<file path="src/rtl/mfp_uart_transmitter.sv">
// Byte-serial 8N1 UART transmitter with an internal circular FIFO.
// Bytes enter over a valid/ready handshake and are shifted out LSB first on tx.
module mfp_uart_transmitter #(
    parameter int clock_frequency = 50000000,
    parameter int baud_rate       = 115200,
    parameter int fifo_depth_log2 = 3
) (
    input  logic                     clock,
    input  logic                     reset_n,
    input  logic [7:0]               byte_data,
    input  logic                     byte_valid,
    output logic                     byte_ready,
    output logic                     tx,
    output logic                     busy,
    output logic [fifo_depth_log2:0] fifo_level
);

    localparam int cycles_per_bit = clock_frequency / baud_rate;
    localparam int baud_width     = $clog2(cycles_per_bit);
    localparam int level_width    = fifo_depth_log2 + 1;
    localparam int depth          = 1 << fifo_depth_log2;

    localparam logic [baud_width-1:0]      baud_last  = baud_width'(cycles_per_bit - 1);
    localparam logic [baud_width-1:0]      baud_one   = baud_width'(1);
    localparam logic [level_width-1:0]     level_full = level_width'(depth);
    localparam logic [level_width-1:0]     level_one  = level_width'(1);
    localparam logic [fifo_depth_log2-1:0] ptr_one    = fifo_depth_log2'(1);

    typedef enum logic [1:0] {IDLE, START, DATA, STOP} state_t;

    state_t                     state, state_next;
    logic [baud_width-1:0]      baud_count, baud_count_next;
    logic [2:0]                 bit_index, bit_index_next;
    logic [7:0]                 shift, shift_next;
    logic [7:0]                 mem [depth];
    logic [fifo_depth_log2-1:0] wr_ptr, rd_ptr;
    logic [level_width-1:0]     level_next;
    logic                       push, pop, bit_done, tx_next, busy_next;

    // No pass-through: a full FIFO refuses even when a pop happens this cycle.
    assign byte_ready = (fifo_level != level_full);
    assign push       = byte_valid & byte_ready;
    assign bit_done   = (baud_count == baud_last);

    always_comb begin
        // NOTE: every combinational output gets a default first so no path infers a latch.
        state_next      = state;
        baud_count_next = baud_count + baud_one;
        bit_index_next  = bit_index;
        pop             = 1'b0;

        case (state)
            IDLE: begin
                baud_count_next = '0;
                if (fifo_level != '0) begin
                    pop        = 1'b1;
                    state_next = START;
                end
            end
            START: begin
                if (bit_done) begin
                    baud_count_next = '0;
                    bit_index_next  = '0;
                    state_next      = DATA;
                end
            end
            DATA: begin
                if (bit_done) begin
                    baud_count_next = '0;
                    bit_index_next  = bit_index + 3'd1;
                    if (bit_index == 3'd7) state_next = STOP;
                end
            end
            STOP: begin
                // Back-to-back frames: the next start bit follows the stop bit directly.
                if (bit_done) begin
                    baud_count_next = '0;
                    if (fifo_level != '0) begin
                        pop        = 1'b1;
                        state_next = START;
                    end else begin
                        state_next = IDLE;
                    end
                end
            end
            default: state_next = IDLE;
        endcase

        shift_next = pop ? mem[rd_ptr] : shift;

        case ({push, pop})
            2'b10:   level_next = fifo_level + level_one;
            2'b01:   level_next = fifo_level - level_one;
            default: level_next = fifo_level;
        endcase

        // Outputs are computed from next state so they can be registered without lag.
        case (state_next)
            START:   tx_next = 1'b0;
            DATA:    tx_next = shift_next[bit_index_next];
            default: tx_next = 1'b1;
        endcase

        busy_next = (state_next != IDLE) || (level_next != '0);
    end

    always_ff @(posedge clock) begin
        if (!reset_n) begin
            state      <= IDLE;
            baud_count <= '0;
            bit_index  <= '0;
            shift      <= '0;
            wr_ptr     <= '0;
            rd_ptr     <= '0;
            fifo_level <= '0;
            tx         <= 1'b1;
            busy       <= 1'b0;
        end else begin
            state      <= state_next;
            baud_count <= baud_count_next;
            bit_index  <= bit_index_next;
            shift      <= shift_next;
            fifo_level <= level_next;
            tx         <= tx_next;
            busy       <= busy_next;
            if (push) wr_ptr <= wr_ptr + ptr_one;
            if (pop)  rd_ptr <= rd_ptr + ptr_one;
        end
    end

    // NOTE: storage is deliberately not reset; the cleared pointers and level make stale entries unreachable.
    always_ff @(posedge clock) begin
        if (push) mem[wr_ptr] <= byte_data;
    end

endmodule

</file>
<file path="config.mk">
export PLATFORM = sky130hd
export DESIGN_NAME = mfp_uart_transmitter
export DESIGN_NICKNAME = d
export VERILOG_FILES = /design/src/rtl/mfp_uart_transmitter.sv
export SDC_FILE = /design/constraint.sdc
export NUM_CORES = 1
export LEC_CHECK = 0
export ABC_AREA = 1
export BUFFER_PORTS_ARGS = -buffer_cell sky130_fd_sc_hd__buf_2
export CAP_MARGIN = 20
export CORE_ASPECT_RATIO = 1.25
export CORE_MARGIN = 8
export CORE_UTILIZATION = 55
export CTS_CLUSTER_DIAMETER = 30
export CTS_CLUSTER_SIZE = 16
export DETAILED_ROUTE_END_ITERATION = 7
export HOLD_SLACK_MARGIN = 0.05
export PLACE_DENSITY = 0.75
export SYNTH_ARGS = -nofsm -noshare
export SYNTH_HDL_FRONTEND = slang
export SYNTH_SLANG_ARGS = --single-unit
</file>
<file path="constraint.sdc">
create_clock -name clock -period 5.45 [get_ports clock]
set_input_delay 0 -clock clock [delete_from_list [all_inputs] [get_ports clock]]
set_output_delay 0 -clock clock [all_outputs]
set_load 0.02 [all_outputs]
</file>
==> flow_metrics.py, run 1 <==
metrics = {
    "run_status": {
        "outcome": "completed",
    },
    "routing": {
        "post_drt_wl_per_cell_um": 14.4,
        "viasPerCell": 5.21,
        "first_pass_iters": 4,
        "drt_iter0_drc": 156,
        "drtAntennaViolNets": 0,
        "drt_wl_total_um": 9180,
        "vias": 3329,
        "drc": 0,
    },
    "grt": {
        "met1_usage": 0.179,
        "met2_usage": 0.275,
        "grt_use_total": 0.162,
        "antenna_found_initial": 0,
        "grt_max_degree": 34,
        "use_met3": 0.0429,
        "gr-total-overflow": 0,
        "grt_pass1_wl_um": 15000,
        "grt_pass1_vias": 3297,
        "busiest_layer": "met2",
    },
    "setup_path": {
        "end_kind": "flip-flop",
        "critPathRequiredTime_ps": 5720,
        "ff2ff_path_depth": 14,
        "setup.worst_path.start": "state[0]",
        "critical_path_class": "flip-flop to flip-flop",
        "reg2reg_from": "state[0]",
        "crit_end": "busy",
        "regToRegEndpoint": "busy",
        "cp_data_arrival_time_ps": 3190,
        "cp_max_fo": 11,
        "r2r_setup_slack_ps": 2530,
        "start_kind": "flip-flop",
    },
    "floorplanning": {
        "placementRows": 37,
        "die_y_um": 118,
        "pin_count": 18,
        "coreArea_um2": 8150,
        "die_w_um": 97.7,
        "die-area_um2": 11500,
        "start_util": 0.563,
    },
    "final_layout": {
        "fin_util": 0.615,
        "nFillCells": 682,
        "area_delta_synth_final_pct": 9.22,
        "finalInstanceArea_um2": 5010,
        "drive_gt1_frac": 0.0849,
        "final_nets": 563,
        "multiInputGateArea_um2": 1610,
        "diodes": 0,
        "seq_area_um2": 2660,
    },
    "sta": {
        "worst_slew_pin_slew_ps": 1050,
        "finalHoldViolCount": 0,
        "fin_crit_sh": 0.536,
        "period_minus_slack_ps": 2920,
        "fin_skew_ps": 10.9,
        "slew_headroom": 0.300,
        "maxSlewViolCount": 0,
        "tns_ps": 0,
        "max_freq_mhz": 342,
        "setup_viol": 0,
        "rsz0062_at_grt": "no",
    },
    "logic_synthesis": {
        "synthCells": 512,
        "yosysTopAreaCell": "edfxtp_1",
        "yosysWarningCount": 0,
        "avgSynthCellArea_um2": 8.96,
        "async_flop_share": 0,
        "synth_area_leaders": "edfxtp_1 (42%), dfxtp_1 (16%), nand2_1 (12%), nor2_1 (5.2%), inv_1 (5.0%)",
        "synth_flop_cell": "edfxtp_1",
        "synthesis.area_um2": 4590,
        "ys_types": 30,
        "synth.most_common_cell": "nand2_1",
        "synth.net_count": 538,
        "synth_enable_flop_cells": 64,
        "yosys.area.top_type_share": 0.419,
        "ys_ff_latch": 101,
        "synth_seq_area_share": 0.581,
        "netlist_top_cells_count": "nand2_1 (142), edfxtp_1 (64), nor2_1 (63), inv_1 (61), nand3_1 (39)",
    },
    "place": {
        "place_area_um2": 4730,
        "dp_hpwl_um": 6030,
        "portBuffers": 17,
        "gp_congestion": 0.907,
    },
    "power": {
        "vdd_ir_drop_max_mv": 0.356,
        "cellPowerDensity_nw_per_um2": 477,
        "seq_power_share": 0.414,
        "p_leak_nw": 2.15,
        "switching_share": 0.410,
        "power_frac_comb": 0.402,
        "internal_power_mw": 1.41,
        "p_clk_frac": 0.184,
        "p_sw_mw": 0.980,
    },
    "clocking": {
        "cts_setup_buffers": 0,
        "cts_buffer_depth": 2,
        "ctsHtreeMaxLevel": 3,
        "clock-sinks": 101,
        "clk_latency_ps": 370,
        "cts_root_buffer": "clkbuf_8",
        "cts.clk_slew.worst_paths_ps": 100,
        "cts_inserted_buffers": 9,
        "cts_tree": "done",
    },
    "hold_path": {
        "whs_path_depth": 2,
        "hold_class": "primary input to flip-flop",
    },
    "flow_run": {
        "maxCapViolCount": 0,
    },
}
[worst min path at each step]
stage	start	to	slack, ps
floorplan	byte_data[0]	mem[0][0]	100
global route	byte_data[3]	mem[2][3]	450
detailed placement	byte_data[5]	mem[4][5]	270
global placement	byte_data[7]	mem[4][7]	260
CTS	byte_data[7]	mem[0][7]	410
finish	byte_data[5]	mem[0][5]	420
[kinds of logic (layout without fill, tap and decap cells)]
kind of cell | count (synthesis) | after routing | synth area share
buffers and inverters | 79 | 109 | 0.0688
AND/OR/NAND/NOR | 261 | 261 | 0.240
flip-flops | 101 | 101 | 0.581
AO/OA/AOI/OAI | 47 | 47 | 0.0521
multiplexers | 1 | 1 | 0.00218
XOR/XNOR | 8 | 8 | 0.0153
adder cells (fa/ha/maj) | 15 | 15 | 0.0409
[cell usage in the layout (no fill, tap or decap), types with 15 or more instances in the layout]
master    synthesis  routed
nand2_1         142     142
edfxtp_1         64      64
nand3_1          39      39
nor2_1           63      63
dfxtp_1          37      37
inv_1            61      61
ha_1             15      15
o21ai_0          22      22
buf_2             9      17
a21oi_1          22      22
[layer usage]
| layer | vias up | part of all wire |
|---|---|---|
| li1 | 1688 | - |
| met1 | 1535 | 0.42 |
| met2 | 87 | 0.51 |
| met3 | 19 | 0.050 |
| met4 | 0 | 0.025 |
| met5 | - | 0 |
[state kept, by name (all words and copies together) (netlist names), named ones only]
name	flops
rd_ptr	3
baud_count	9
shift	8
fifo_level	4
tx	1
mem	64
state	2
busy	1
wr_ptr	3
bit_index	3
[power groups by stage]
stage | clock network (mW) | logic, mW | registers, mW
floorplan | 0 | 0.737 | 1.00
global placement | 0 | 0.919 | 1.00
detailed placement | 0 | 0.946 | 1.01
CTS | 0.447 | 0.955 | 0.990
global route | 0.475 | 1.09 | 1.00
finish | 0.438 | 0.960 | 0.990
[cell type report]
type | count | share of cell area
sequential | 101 | 0.532
multi-input combinational | 332 | 0.321
inverter | 65 | 0.0487
timing repair buffer | 28 | 0.0385
clock buffer | 9 | 0.0247
tap | 97 | 0.0242
clock inverter | 7 | 0.0112
[worst max-delay path, stage by stage (launching register included)]
cell	delay [ps]
dfxtp_1	390
inv_1	110
ha_1	390
inv_1	220
nand2_4	130
inv_2	150
ha_1	240
xor2_1	240
ha_1	190
a21oi_1	50
or2_2	300
nand3_1	60
o21ai_0	90
o21ai_0	170
nand3_1	90
[stage by stage]
step | setup slack (ps) | instances | total power [mW] | hold slack [ps]
final | 2530 | 639 | 2.39 | 423
after global routing | 2210 | 639 | 2.57 | 446
after CTS | 2560 | 639 | 2.39 | 410
after detailed placement | 2560 | 613 | 1.95 | 273
after global placement | 2720 | 613 | 1.92 | 262
after floorplan | 2910 | 512 | 1.74 | 98.9
[what timing repair did]
item / 4_1_cts / 5_1_grt
hold endpoints to repair: 76 / 0
hold buffers: 10 / 0
gates resized for setup: 0 / 0
Note: power is estimated with default switching activity, not from simulation.
==> run 2, diff against run 1 <==
--- a/config.mk
+++ b/config.mk
@@ -5,7 +5,7 @@
 export SDC_FILE = /design/constraint.sdc
 export NUM_CORES = 1
 export LEC_CHECK = 0
-export ABC_AREA = 1
+export ABC_AREA = 0
 export BUFFER_PORTS_ARGS = -buffer_cell sky130_fd_sc_hd__buf_2
 export CAP_MARGIN = 20
 export CORE_ASPECT_RATIO = 1.25
==> constraint.sdc (replaced) <==
create_clock -name clock -period 2.7 [get_ports clock]
set_input_delay 0 -clock clock [delete_from_list [all_inputs] [get_ports clock]]
set_output_delay 0 -clock clock [all_outputs]
set_load 0.02 [all_outputs]
==> run 2 against run 1 <==
  * Register-to-register slack got worse by 2400 ps
  * Count of clock-buffer cells in the layout is 1 higher
  * Global-route usage decreased by 0.99 points
  * Sequential power grew 100%
  * Synthesized cell count down 36%
  * Clock power up 100%
  * Via count shrank 19%
  * Wire length fell by 16%
  * Worst hold slack gained 29 ps
  * Maximum frequency rose by 14%
  * Critical path type unchanged
  * Largest power group unchanged
==> flow_metrics.py, run 2 <==
metrics = {
    "place": {
        "dp_hpwl_um": 5410,
        "portBuffers": 17,
        "dpl.cell_count": 449,
        "place_area_um2": 4680,
        "gp_congestion": 0.787,
        "dpl_worst_slack_ps": -41.1,
    },
    "sta": {
        "worst_slew_pin_slew_ps": 666,
        "tns_ps": 0,
        "whs_ps": 452,
        "period_minus_slack_ps": 2570,
        "layout_setup_ws_ps": 133,
        "fin_crit_sh": 0.951,
        "max_freq_mhz": 390,
        "fin_skew_ps": 8.65,
        "finalHoldViolCount": 0,
        "setup_viol": 0,
        "maxSlewViolCount": 0,
        "slew_headroom": 0.556,
    },
    "logic_synthesis": {
        "avgSynthCellArea_um2": 13.2,
        "yosysTopAreaCell": "edfxtp_1",
        "netlist_top_cells_count": "edfxtp_1 (64), nor2_1 (48), dfxtp_1 (37), nand2_1 (16)",
        "synth_seq_area_share": 0.610,
        "ys_types": 45,
        "synth_enable_flop_cells": 64,
        "async_flop_share": 0,
        "ys_ff_latch": 101,
        "synth.most_common_cell": "edfxtp_1",
        "yosysWarningCount": 0,
        "synth_flop_cell": "edfxtp_1",
        "synthCells": 330,
        "yosys.area.top_type_share": 0.440,
        "synth.net_count": 356,
        "synth_area_leaders": "edfxtp_1 (44%), dfxtp_1 (17%), mux4_2 (6.2%), ha_1 (4.3%), nor2_1 (4.1%)",
        "synthesis.area_um2": 4370,
    },
    "final_layout": {
        "area_delta_synth_final_pct": 15.4,
        "largest_reg_flops": 64,
        "fin_util": 0.650,
        "diodes": 0,
        "nFillCells": 578,
        "top_regs": "mem: 64 flops, baud_count: 9 flops, shift: 8 flops",
        "final_nets": 404,
        "multiInputGateArea_um2": 1690,
        "finalInstanceArea_um2": 5040,
        "drive_gt1_frac": 0.230,
        "layout_common_cells": "edfxtp_1 (64), nor2_1 (48), dfxtp_1 (33)",
        "seq_area_um2": 2670,
        "largest_register": "mem",
        "final_common_cell": "edfxtp_1",
        "final_cells": 477,
    },
    "power": {
        "power_frac_comb": 0.366,
        "switching_share": 0.329,
        "p_sw_mw": 1.50,
        "vdd_ir_drop_max_mv": 0.584,
        "p_clk_frac": 0.193,
        "p_leak_nw": 1.76,
        "internal_power_mw": 3.05,
        "power.total_mw": 4.55,
        "cellPowerDensity_nw_per_um2": 903,
        "seq_power_share": 0.442,
    },
    "clocking": {
        "cts_inserted_buffers": 9,
        "clk_latency_ps": 350,
        "cts_tree": "done",
        "ctsHtreeMaxLevel": 3,
        "clock-sinks": 101,
        "cts.clk_slew.worst_paths_ps": 90,
        "cts_buffer_depth": 2,
        "cts_root_buffer": "clkbuf_8",
    },
    "floorplanning": {
        "pin_count": 18,
        "start_util": 0.563,
        "placementRows": 36,
        "die_w_um": 95.7,
        "die_y_um": 116,
        "coreArea_um2": 7750,
        "die-area_um2": 11100,
    },
    "setup_path": {
        "cp_max_fo": 16,
        "cp_data_arrival_time_ps": 2820,
        "end_kind": "flip-flop",
        "critical_path.slowest_cell": "dfxtp_2",
        "r2r_setup_slack_ps": 130,
        "cp_slowest_stage_delay_ps": 380,
        "start_kind": "flip-flop",
        "critPathRequiredTime_ps": 2950,
        "cp_cell_sequence": "ha_4, and4b_2, a31oi_4, nor3_4, buf_6, ha_1, a21oi_2, xor2_1, nor2_1, xnor2_1, nand3b_1, o31a_1",
        "critical_path_class": "flip-flop to flip-flop",
    },
    "routing": {
        "first_pass_iters": 4,
        "drt_wl_total_um": 7670,
        "drc": 0,
        "drt_iter0_drc": 161,
        "vias": 2702,
        "viasPerCell": 5.66,
        "drtAntennaViolNets": 0,
        "post_drt_wl_per_cell_um": 16.1,
    },
    "hold_path": {
        "hold_class": "primary input to flip-flop",
    },
    "grt": {
        "use_met3": 0.0272,
        "grt_max_degree": 22,
        "met2_usage": 0.266,
        "busiest_layer": "met2",
        "antenna_found_initial": 0,
        "gr-total-overflow": 0,
        "met1_usage": 0.174,
        "grt_use_total": 0.152,
        "grt_pass1_vias": 2733,
        "grt_pass1_wl_um": 12900,
    },
    "run_status": {
        "outcome": "completed",
    },
    "flow_run": {
        "maxCapViolCount": 0,
    },
}
==> run 2: cell count changes after synthesis, moves of 14 or more <==
cell,before,now
inv_1,61,7
nand3_1,39,9
o21ai_0,22,8
nand2_1,142,16
a21oi_1,22,7
nor2_1,63,48
mux2i_1,1,15
==> run 2: final cells by class <==
cell class | instances | area share
Tap cell | 95 | 0.0236
Timing Repair Buffer | 49 | 0.0703
Sequential cell | 101 | 0.530
Inverter | 7 | 0.00522
Multi-Input combinational cell | 210 | 0.335
Clock buffer | 10 | 0.0253
Clock inverter | 5 | 0.0104
==> run 2: timing repair <==
action | in CTS | in global routing
pin swaps | 0 | 5
setup buffers | 0 | 3
setup endpoints to repair | 1 | 2
resized for setup | 2 | 11
endpoints found under the hold margin | 71 | 0
hold buffers | 10 | 0
==> run 2: layer usage <==
layer | vias up | part of all wire
met5 | - | 0
met4 | 0 | 0.021
met3 | 15 | 0.029
met2 | 48 | 0.52
met1 | 1323 | 0.43
li1 | 1316 | -
==> run 2: path summary, 6_finish.rpt <==
path                                    start            end  depth (start not counted)
worst max register to register  baud_count[0]           busy                         12
worst min register to register  baud_count[0]  baud_count[0]                          1
worst max-delay path            baud_count[0]           busy                         12
worst min-delay path             byte_data[4]      mem[1][4]                          2
==> run 2: cells by family (layout without fill, tap and decap cells) <==
kind of cell,after synthesis,count (layout),share of synthesized area
and+or+nand+nor,107,107,0.121
DFF,101,101,0.610
AOI/OAI and AO/OA,40,40,0.0631
muxes,34,34,0.114
buffers and inverters,19,71,0.0206
adders and majority gates,15,15,0.0430
xor gates and xnor gates,14,14,0.0281
==> run 2: worst max-delay path, delay by kind of cell (launching register included) <==
family          cells  cell delay, ps
buf+inv             1             230
simple gates        4             730
xor+xnor            2             300
compound gates      3             440
flops               1             380
fa+ha+maj           2             380
==> run 2: power groups by stage <==
stage	clock network (mW)	registers, mW	logic [mW]
4_1_cts	0.899	2.00	1.59
3_3_place_gp	0	2.03	1.52
5_1_grt	0.955	2.04	1.85
2_1_floorplan	0	2.01	1.25
6_report	0.876	2.01	1.66
3_5_place_dp	0	2.04	1.55
